File: config.mk
export PLATFORM = sky130hd
export DESIGN_NAME = spi_dual_cs_master
export DESIGN_NICKNAME = d
export VERILOG_FILES = /design/src/rtl/spi_dual_cs_master.sv
export SDC_FILE = /design/constraint.sdc
export NUM_CORES = 1
export LEC_CHECK = 0
export CORE_MARGIN = 4
export CORE_UTILIZATION = 29
export CTS_CLUSTER_DIAMETER = 200
export CTS_CLUSTER_SIZE = 24
export DETAILED_ROUTE_END_ITERATION = 8
export HOLD_SLACK_MARGIN = 0.02
export PLACE_DENSITY = 0.45
export SYNTH_ARGS = -nofsm -noshare
export SYNTH_HDL_FRONTEND = slang
export SYNTH_SLANG_ARGS = --single-unit
File: constraint.sdc
create_clock -name clk -period 3 [get_ports clk]
set_clock_uncertainty 0.1 [all_clocks]
set_input_delay 0.3 -clock clk [delete_from_list [all_inputs] [get_ports clk]]
set_output_delay 0.3 -clock clk [all_outputs]
set_load 0.005 [all_outputs]
File: src/rtl/spi_dual_cs_master.sv
// spi_dual_cs_master: mode-0 SPI initiator, 8-bit address frame on spi_cs_addr then 16-bit data frame on spi_cs_data; `define ADDR_SKIP_EN to reuse a repeated address frame
module spi_dual_cs_master #(
  parameter int HALF_DIV = 2,
  parameter int CS_SETUP = 2,
  parameter int CS_GAP   = 2
) (
  input  logic        clk,
  input  logic        rst,
  input  logic        cmd_valid,
  output logic        cmd_ready,
  input  logic        cmd_rw,
  input  logic [6:0]  cmd_addr,
  input  logic [15:0] cmd_wdata,
  output logic        rsp_valid,
  output logic [15:0] rsp_rdata,
  output logic        busy,
  output logic        spi_scl,
  output logic        spi_sdi,
  output logic        spi_cs_addr,
  output logic        spi_cs_data,
  input  logic        spi_sdo
);
  typedef enum logic [3:0] {
    IDLE, A_SETUP, A_SHIFT, A_HOLD, A_GAP, D_SETUP, D_SHIFT, D_HOLD, D_GAP, DONE
  } state_t;
  localparam logic [15:0] SETUP_END = 16'(CS_SETUP - 1);
  localparam logic [15:0] HIGH_END  = 16'(HALF_DIV - 1);
  localparam logic [15:0] BIT_END   = 16'(2 * HALF_DIV - 1);
  localparam logic [15:0] GAP_END   = 16'(CS_GAP - 1);
  state_t      r_state;
  logic [15:0] r_cnt, r_tx, r_rx, r_wdata, r_rdata;
  logic [3:0]  r_bit;
  logic        r_rw, r_scl, r_sdi, r_cs_a, r_cs_d, r_busy, r_rsp;
  logic        w_accept, w_skip;
  logic [3:0]  w_last_bit;
  logic [7:0]  w_abyte;
  logic [15:0] w_wdata;
`ifdef ADDR_SKIP_EN
  logic [7:0]  r_last_addr;
  logic        r_last_ok;
  assign w_skip = r_last_ok && (w_abyte == r_last_addr);
`else
  assign w_skip = 1'b0;
`endif
  assign cmd_ready   = (r_state == IDLE) && !rst;
  assign w_accept    = cmd_valid && cmd_ready;
  assign w_abyte     = {cmd_rw, cmd_addr};
  assign w_wdata     = cmd_rw ? 16'h0000 : cmd_wdata;
  assign w_last_bit  = (r_state == D_SHIFT) ? 4'd15 : 4'd7;
  assign rsp_valid   = r_rsp;
  assign rsp_rdata   = r_rdata;
  assign busy        = r_busy;
  assign spi_scl     = r_scl;
  assign spi_sdi     = r_sdi;
  assign spi_cs_addr = r_cs_a;
  assign spi_cs_data = r_cs_d;
  // frame sequencer: every output is registered and set on the edge that enters the state it belongs to
  always_ff @(posedge clk) begin
    if (rst) begin
      r_state <= IDLE;
      r_cnt   <= '0;
      r_bit   <= '0;
      r_tx    <= '0;
      r_rx    <= '0;
      r_wdata <= '0;
      r_rdata <= '0;
      r_rw    <= 1'b0;
      r_scl   <= 1'b0;
      r_sdi   <= 1'b0;
      r_cs_a  <= 1'b1;
      r_cs_d  <= 1'b1;
      r_busy  <= 1'b0;
      r_rsp   <= 1'b0;
`ifdef ADDR_SKIP_EN
      r_last_addr <= '0;
      r_last_ok   <= 1'b0;
`endif
    end else begin
      r_rsp <= 1'b0;
      case (r_state)
        IDLE: if (w_accept) begin
          r_rw    <= cmd_rw;
          r_wdata <= w_wdata;
          r_busy  <= 1'b1;
          r_cnt   <= '0;
          r_bit   <= '0;
`ifdef ADDR_SKIP_EN
          r_last_addr <= w_abyte;
          r_last_ok   <= 1'b1;
`endif
          if (w_skip) begin
            r_state <= D_SETUP;
            r_cs_d  <= 1'b0;
            r_tx    <= w_wdata;
            r_sdi   <= w_wdata[15];
          end else begin
            r_state <= A_SETUP;
            r_cs_a  <= 1'b0;
            r_tx    <= {w_abyte, 8'h00};
            r_sdi   <= cmd_rw;
          end
        end
        A_SETUP, D_SETUP: if (r_cnt == SETUP_END) begin
          r_cnt   <= '0;
          r_scl   <= 1'b1;
          r_state <= (r_state == A_SETUP) ? A_SHIFT : D_SHIFT;
          if (r_state == D_SETUP) r_rx <= {r_rx[14:0], spi_sdo};
        end else begin
          r_cnt <= r_cnt + 16'd1;
        end
        A_SHIFT, D_SHIFT: if (r_cnt == HIGH_END) begin
          r_cnt <= r_cnt + 16'd1;
          r_scl <= 1'b0;
          r_tx  <= {r_tx[14:0], 1'b0};
          r_sdi <= r_tx[14];
        end else if (r_cnt == BIT_END) begin
          r_cnt <= '0;
          if (r_bit == w_last_bit) begin
            r_bit   <= '0;
            r_state <= (r_state == A_SHIFT) ? A_HOLD : D_HOLD;
          end else begin
            r_bit <= r_bit + 4'd1;
            r_scl <= 1'b1;
            if (r_state == D_SHIFT) r_rx <= {r_rx[14:0], spi_sdo};
          end
        end else begin
          r_cnt <= r_cnt + 16'd1;
        end
        A_HOLD, D_HOLD: if (r_cnt == GAP_END) begin
          r_cnt <= '0;
          if (r_state == A_HOLD) begin
            r_cs_a  <= 1'b1;
            r_state <= A_GAP;
          end else begin
            r_cs_d  <= 1'b1;
            r_state <= D_GAP;
          end
        end else begin
          r_cnt <= r_cnt + 16'd1;
        end
        A_GAP: if (r_cnt == GAP_END) begin
          r_cnt   <= '0;
          r_cs_d  <= 1'b0;
          r_tx    <= r_wdata;
          r_sdi   <= r_wdata[15];
          r_state <= D_SETUP;
        end else begin
          r_cnt <= r_cnt + 16'd1;
        end
        D_GAP: if (r_cnt == GAP_END) begin
          r_cnt   <= '0;
          r_rsp   <= 1'b1;
          r_state <= DONE;
          if (r_rw) r_rdata <= r_rx;
        end else begin
          r_cnt <= r_cnt + 16'd1;
        end
        DONE: begin
          r_busy  <= 1'b0;
          r_state <= IDLE;
        end
        default: r_state <= IDLE;
      endcase
    end
  end
endmodule
==> results.md, run 1 <==
- Status: complete, no violations
- Placed insts: 696
- CP max-delay cell: a21oi_1
- Residual DRC: 0
- Setup TNS Final: 0 ns
- Initial core utilization: 0.2952
- Hold Path Class: in2reg
- Hold Fails Final Rpt: 0
- Die H: 129.6 microns
- Initial antenna violation count: 0
- Final setup violation count: 0
- Root Buffer: clkbuf_16
- Rel. slew slack: 0.2917
- Cell Area, Synth: 4290 sq um
- Vias post-DR: 3681
- Port Buf Inserts: 50
- Post-synth ARST share: 0
- CP max FO: 16
- Most frequent cells in the layout: dfxtp_1 (94), nor2_1 (61), a21oi_1 (60)
- RePlAce Congestion: 0.7552
- Syn Area/Cell: 8.738 sq um
- Total GRT Usage: 0.1333
- Fillers: 1525
- Cell Chain, Critical Path: inv_1, ha_1, nor3b_1, and4_1, a21oi_1, o21ai_0, a21oi_1
- Fmax: 393.2 MHz
- CTS Buf Count: 9
- Htree depth: 3
- Final instance area: 5228 sq um
- Synth area leader: dfxtp_1
- Pre-CTS setup slack: 0.4690 ns
- Area grow syn2layout: 21.84%
- Worst setup margin: 0.4568 ns
- Worst EP required: 3.17 ns
- GR Overflow Total: 0
- Clock Latency Late Sink: 0.35 ns
- Post-Syn Nets: 522
- Post-route insts no fill: 712
- Seq cells post-synth: 94
- CP most frequent cell: a21oi_1
- Crit. End Element: flop
- RSZ-0062 raised after global routing: false
- Antenna-violating nets left: 0
- Vias in the first global route: 3672
- Largest net degree at the start of global routing: 82
- Commonest non-fill, non-tap cell in the layout: dfxtp_1
- Largest stage delay, worst path: 0.84 ns
- Slew @ Worst Pin: 1.062 ns
- Setup Buffers After CTS: 0
- Row count: 44
- CTS tree: done
- Fin crit share: 0.8477
- Sequential share of the synthesized area: 0.4386
- Synth Warn #: 0
- CTS hold repair buffers: 0
- Post-CTS Resized: 0
- Clock slew at reported path FFs: 0.07 ns
- Max_cap viols: 0
- Worst VDD drop: 0.2635 mV
- Share of cells above drive strength 1: 0.08712
- DP HPWL: 7061 microns
- Final net count: 554
- Routed vias/inst: 5.170
- Drt pass-1 iters: 4
- Diodes inserted: 0
- Top-area cell type share of the netlist area: 0.4386
- Number of flops mapped to enable cells by yosys: 0
- CP startpoint kind: flop
- DR iter-0 viols: 221
- WL per Instance: 14.94 microns
- Main synth FF type: dfxtp_1
- Global-route wire length before repair: 18090 microns
- Total Wirelength: 10630 microns
- Area after DPL: 4912 sq um
- Max-slew violations: 0
- Bufs on Longest Clock Path: 2
- Crit Path Category: reg2reg
- Core Region: 14530 sq um
- Pwr per Cell Area: 617.8 nW/um^2
- DIE AREA: 16800 sq um
- Synth area leaders: dfxtp_1 (44%), a21oi_1 (7.0%), nor2_1 (5.3%)
- Lkg Pwr: 1.830 nW
- Synth Instances: 491
- Min Tclk post-route: 2.543 ns
- # IOs: 51
- WP data arrival: 2.72 ns
- Clk sink count: 94
- Synth cell types: 61
- Die width: 129.6 microns
-- cell families (layout without fill, tap and decap cells) --
family,after synthesis,in the layout,share of synthesized area
mux,16,16,0.03733
flops,94,94,0.4386
xor+xnor,14,14,0.02858
compound gates,140,140,0.2114
fa+ha+maj,3,3,0.008750
simple gates,174,174,0.2231
buf+inv,50,87,0.05220
-- critical path, delay by kind of cell (launching register included) --
kind,cells,cell delay [ns]
compound gates,3,1.24
fa+ha+maj,1,0.24
simple gates,2,0.47
flops,1,0.37
buf+inv,1,0.06
-- report_power, final --
group / switching [mW] / internal (mW)
clock network: 0.528 / 0.684
logic: 0.377 / 0.239
registers: 0.0737 / 1.33
-- stage by stage --
stage / power, mW / hold WS, ns / utilization
2_1_floorplan: 1.868 / 0.3363 / -
3_3_place_gp: 2.047 / 0.3480 / 0.3380
3_5_place_dp: 2.050 / 0.3566 / 0.3380
4_1_cts: 3.278 / 0.3041 / 0.3597
5_1_grt: 3.400 / 0.3366 / 0.3597
6_report: 3.229 / 0.3266 / 0.3597
-- registers in the layout (all words and copies together) (netlist names) --
name,flops
spi_scl,1
rsp_rdata,16
r_state,4
spi_cs_addr,1
r_rx,16
r_wdata,16
rsp_valid,1
r_rw,1
spi_cs_data,1
busy,1
r_cnt,16
r_tx,15
r_bit,4
spi_sdi,1
-- path summary, 6_finish.rpt --
path / endpoint / depth (start not counted) / from / slack (ns)
max: r_rx[12] / 7 / r_cnt[1] / 0.46
min: r_cnt[8] / 3 / rst / 0.33
max reg2reg: r_rx[12] / 7 / r_cnt[1] / 0.46
min reg2reg: r_rw / 2 / r_rw / 0.36
-- layer usage --
metal,GRT usage,part of all wire,up-vias
met2,0.2235,0.47,82
met1,0.1643,0.47,1737
met3,0.02597,0.034,21
met5,0,0,-
met4,0.06296,0.024,0
li1,-,-,1841
-- cell type report --
cell class,instances,area (sq um),share of cell area
clock buffers,10,239.0,0.04572
clock inverters,6,76.32,0.01460
inverters,10,37.54,0.007180
multi-input cells,347,2185,0.4179
flip-flops and latches,94,1882,0.3600
well taps,184,230.2,0.04404
repair buffers,61,578.1,0.1106
-- cell usage after synthesis (10+ instances only) --
| master | instances |
|---|---|
| dfxtp_1 | 94 |
| nor2_1 | 61 |
| a21oi_1 | 60 |
| clkbuf_1 | 25 |
| nand2_1 | 23 |
| nand3_1 | 21 |
| nor3b_1 | 18 |
| o21ai_0 | 18 |
| mux2i_1 | 16 |
| a22oi_1 | 15 |
| xnor2_1 | 12 |
| a211oi_1 | 11 |
| buf_2 | 10 |
| inv_1 | 10 |
Power figures use the tool's default switching activity.
==> run 2, diff against run 1 <==
==> constraint.sdc (replaced) <==
create_clock -name clk -period 2.4 [get_ports clk]
set_clock_uncertainty 0.1 [all_clocks]
set_input_delay 0.24 -clock clk [delete_from_list [all_inputs] [get_ports clk]]
set_output_delay 0.24 -clock clk [all_outputs]
set_load 0.005 [all_outputs]
==> run 2 against run 1 <==
Cell count is 2.9% higher. Setup slack worse by 0.37 ns. Sequential share of layout area is 0.83 points lower. Critical path depth is 4 lower. Wire length increased by 2.1%. Non-clock buffer count is 21 higher. Clock power grew 12%. Register-to-register slack lost 0.35 ns. Critical path type is now reg2out. Largest cell class unchanged. Highest routed layer unchanged.
==> results.md, run 2 (synthesis results as in run 1) <==
- Htree depth: 3 (unchanged)
- Routed vias/inst: 5.046 (-2.4%)
- Area grow syn2layout: 24.79%
- Total Wirelength: 10850 microns (+2.1%)
- CP Launch Point: r_state[3]
- Residual DRC: 0 (unchanged)
- Bufs on Longest Clock Path: 2 (unchanged)
- Worst VDD drop: 0.2821 mV (+7.0%)
- Clock slew at reported path FFs: 0.07 ns (about the same)
- Core Region: 14530 sq um (unchanged)
- Final setup violation count: 0 (unchanged)
- Die width: 129.6 microns (unchanged)
- Hold path endpoint: r_rw
- Post-route insts no fill: 733 (+2.9%)
- HP Start: r_rw
- Initial antenna violation count: 0 (unchanged)
- Critical R2R Launch: r_state[3]
- Vias in the first global route: 3435 (-6.5%)
- RSZ-0062 raised after global routing: false
- Commonest non-fill, non-tap cell in the layout: dfxtp_1
- Crit. End Element: primary output
- DR iter-0 viols: 253 (+14%)
- Vias post-DR: 3699 (+0.49%)
- Most frequent cells in the layout: dfxtp_1 (93), nor2_1 (61), a21oi_1 (60)
- CP startpoint kind: flop
- Fin Hold WS: 0.3592 ns (+0.03258 ns)
- FF+latch area: 1883 sq um (about the same)
- Fmax: 431.8 MHz
- Clock Latency Late Sink: 0.35 ns (about the same)
- Share of cells above drive strength 1: 0.1220 (+0.03492)
- Max-slew violations: 0 (unchanged)
- CTS tree: done
- Drt pass-1 iters: 5 (+1)
- # IOs: 51 (unchanged)
- Pwr per Cell Area: 741.8 nW/um^2 (+20%)
- Worst EP required: 2.06 ns (-1.11 ns)
- Clk sink count: 94 (unchanged)
- WP data arrival: 1.98 ns (-0.74 ns)
- Root Buffer: clkbuf_16
- WL per Instance: 14.81 microns (-0.86%)
- Row count: 44 (unchanged)
- CTS Buf Count: 9 (unchanged)
- Global-route wire length before repair: 17580 microns (-2.8%)
- R2R Setup Slk: 0.11 ns (-0.35 ns)
- Final net count: 575 (+3.8%)
- DIE AREA: 16800 sq um (unchanged)
- Diodes inserted: 0 (unchanged)
- Initial core utilization: 0.2952 (unchanged)
- Hold Path Class: reg2reg
- GR Overflow Total: 0 (unchanged)
- Port Buf Inserts: 50 (unchanged)
- Worst reg2reg path endpoint: rsp_valid
- Reg2reg path depth: 6 (-1)
- CTS hold repair buffers: 0 (unchanged)
- Fin crit share: 0.9650
- Max_cap viols: 0 (unchanged)
- Setup TNS Final: 0 ns (unchanged)
- Crit Path Category: reg2out
- Min Tclk post-route: 2.316 ns
- Die H: 129.6 microns (unchanged)
- Rel. slew slack: 0.3797 (+0.08802)
- Total GRT Usage: 0.1318 (-0.001418)
- RePlAce Congestion: 0.8027 (+6.3%)
- Area of the multi-input gates: 2190 sq um (+0.23%)
- Hold Path Cell Cnt: 2 (-1)
- DP HPWL: 7212 microns (+2.1%)
- Placed insts: 715 (+2.7%)
- Lkg Pwr: 1.910 nW (+4.4%)
- Antenna-violating nets left: 0 (unchanged)
- Largest net degree at the start of global routing: 86 (+4.9%)
- CP max FO: 12 (-4)
- Final instance area: 5354 sq um (+2.4%)
- Status: complete, no violations
- Total power: 3.971 mW (+23%)
- Area after DPL: 5055 sq um (+2.9%)
- Slew @ Worst Pin: 0.9305 ns (-0.1320 ns)
- Fillers: 1543 (+1.2%)
- Hold Fails Final Rpt: 0 (unchanged)
-- run 2: cell types whose count changed in the layout (fill, tap and decap cells not counted), moves of 2 or more --
| cell | delta |
|---|---|
| buf_4 | +21 |
| clkbuf_1 | +2 |
| clkinv_4 | -2 |
| clkinvlp_4 | +3 |
-- run 2: through the flow --
stage	utilization	setup slack, ns
finish	0.3684	0.08407
global route	0.3684	0.01117
global placement	0.3478	0.1189
CTS	0.3674	0.05750
detailed placement	0.3478	0.1319
floorplan	-	0.2576
-- run 2: cell type report --
cell class	count	area share
Clock buffer	12	0.04604
Timing Repair Buffer	82	0.1374
Multi-Input combinational cell	347	0.4090
Sequential cell	94	0.3517
Clock inverter	4	0.005842
Tap cell	184	0.04300
Inverter	10	0.007011
-- run 2: critical path, cell delays in order, from the launching register on --
cell and delay, ns:
dfxtp_1 0.45, or4_4 0.56, nor2_1 0.11, clkdlybuf4s50_1 0.52
-- run 2: repair_timing --
action	4_1_cts	5_1_grt
setup buffers	1	1
gates resized for setup	0	2
gates cloned	0	0
setup endpoints to repair	1	32
pin swaps	1	1
-- run 2: worst max path at each step --
| stage | end | slack [ns] |
|---|---|---|
| detailed placement | r_cnt[5] | 0.13 |
| global route | cmd_ready | 0.01 |
| floorplan | r_cnt[0] | 0.26 |
| finish | cmd_ready | 0.08 |
| CTS | cmd_ready | 0.06 |
| global placement | rsp_valid | 0.12 |
-- run 2: layer usage --
layer / part of all wire / GRT usage
met3: 0.034 / 0.02514
met2: 0.46 / 0.2062
met4: 0.021 / 0.06174
met1: 0.49 / 0.1755
met5: 0 / 0
-- run 2: report_power, final --
part	switching [mW]	internal, mW	leakage, nW
clock	0.615	0.735	0.125
sequential	0.0876	1.66	0.762
combinational	0.502	0.370	1.02
total	1.20	2.77	1.91
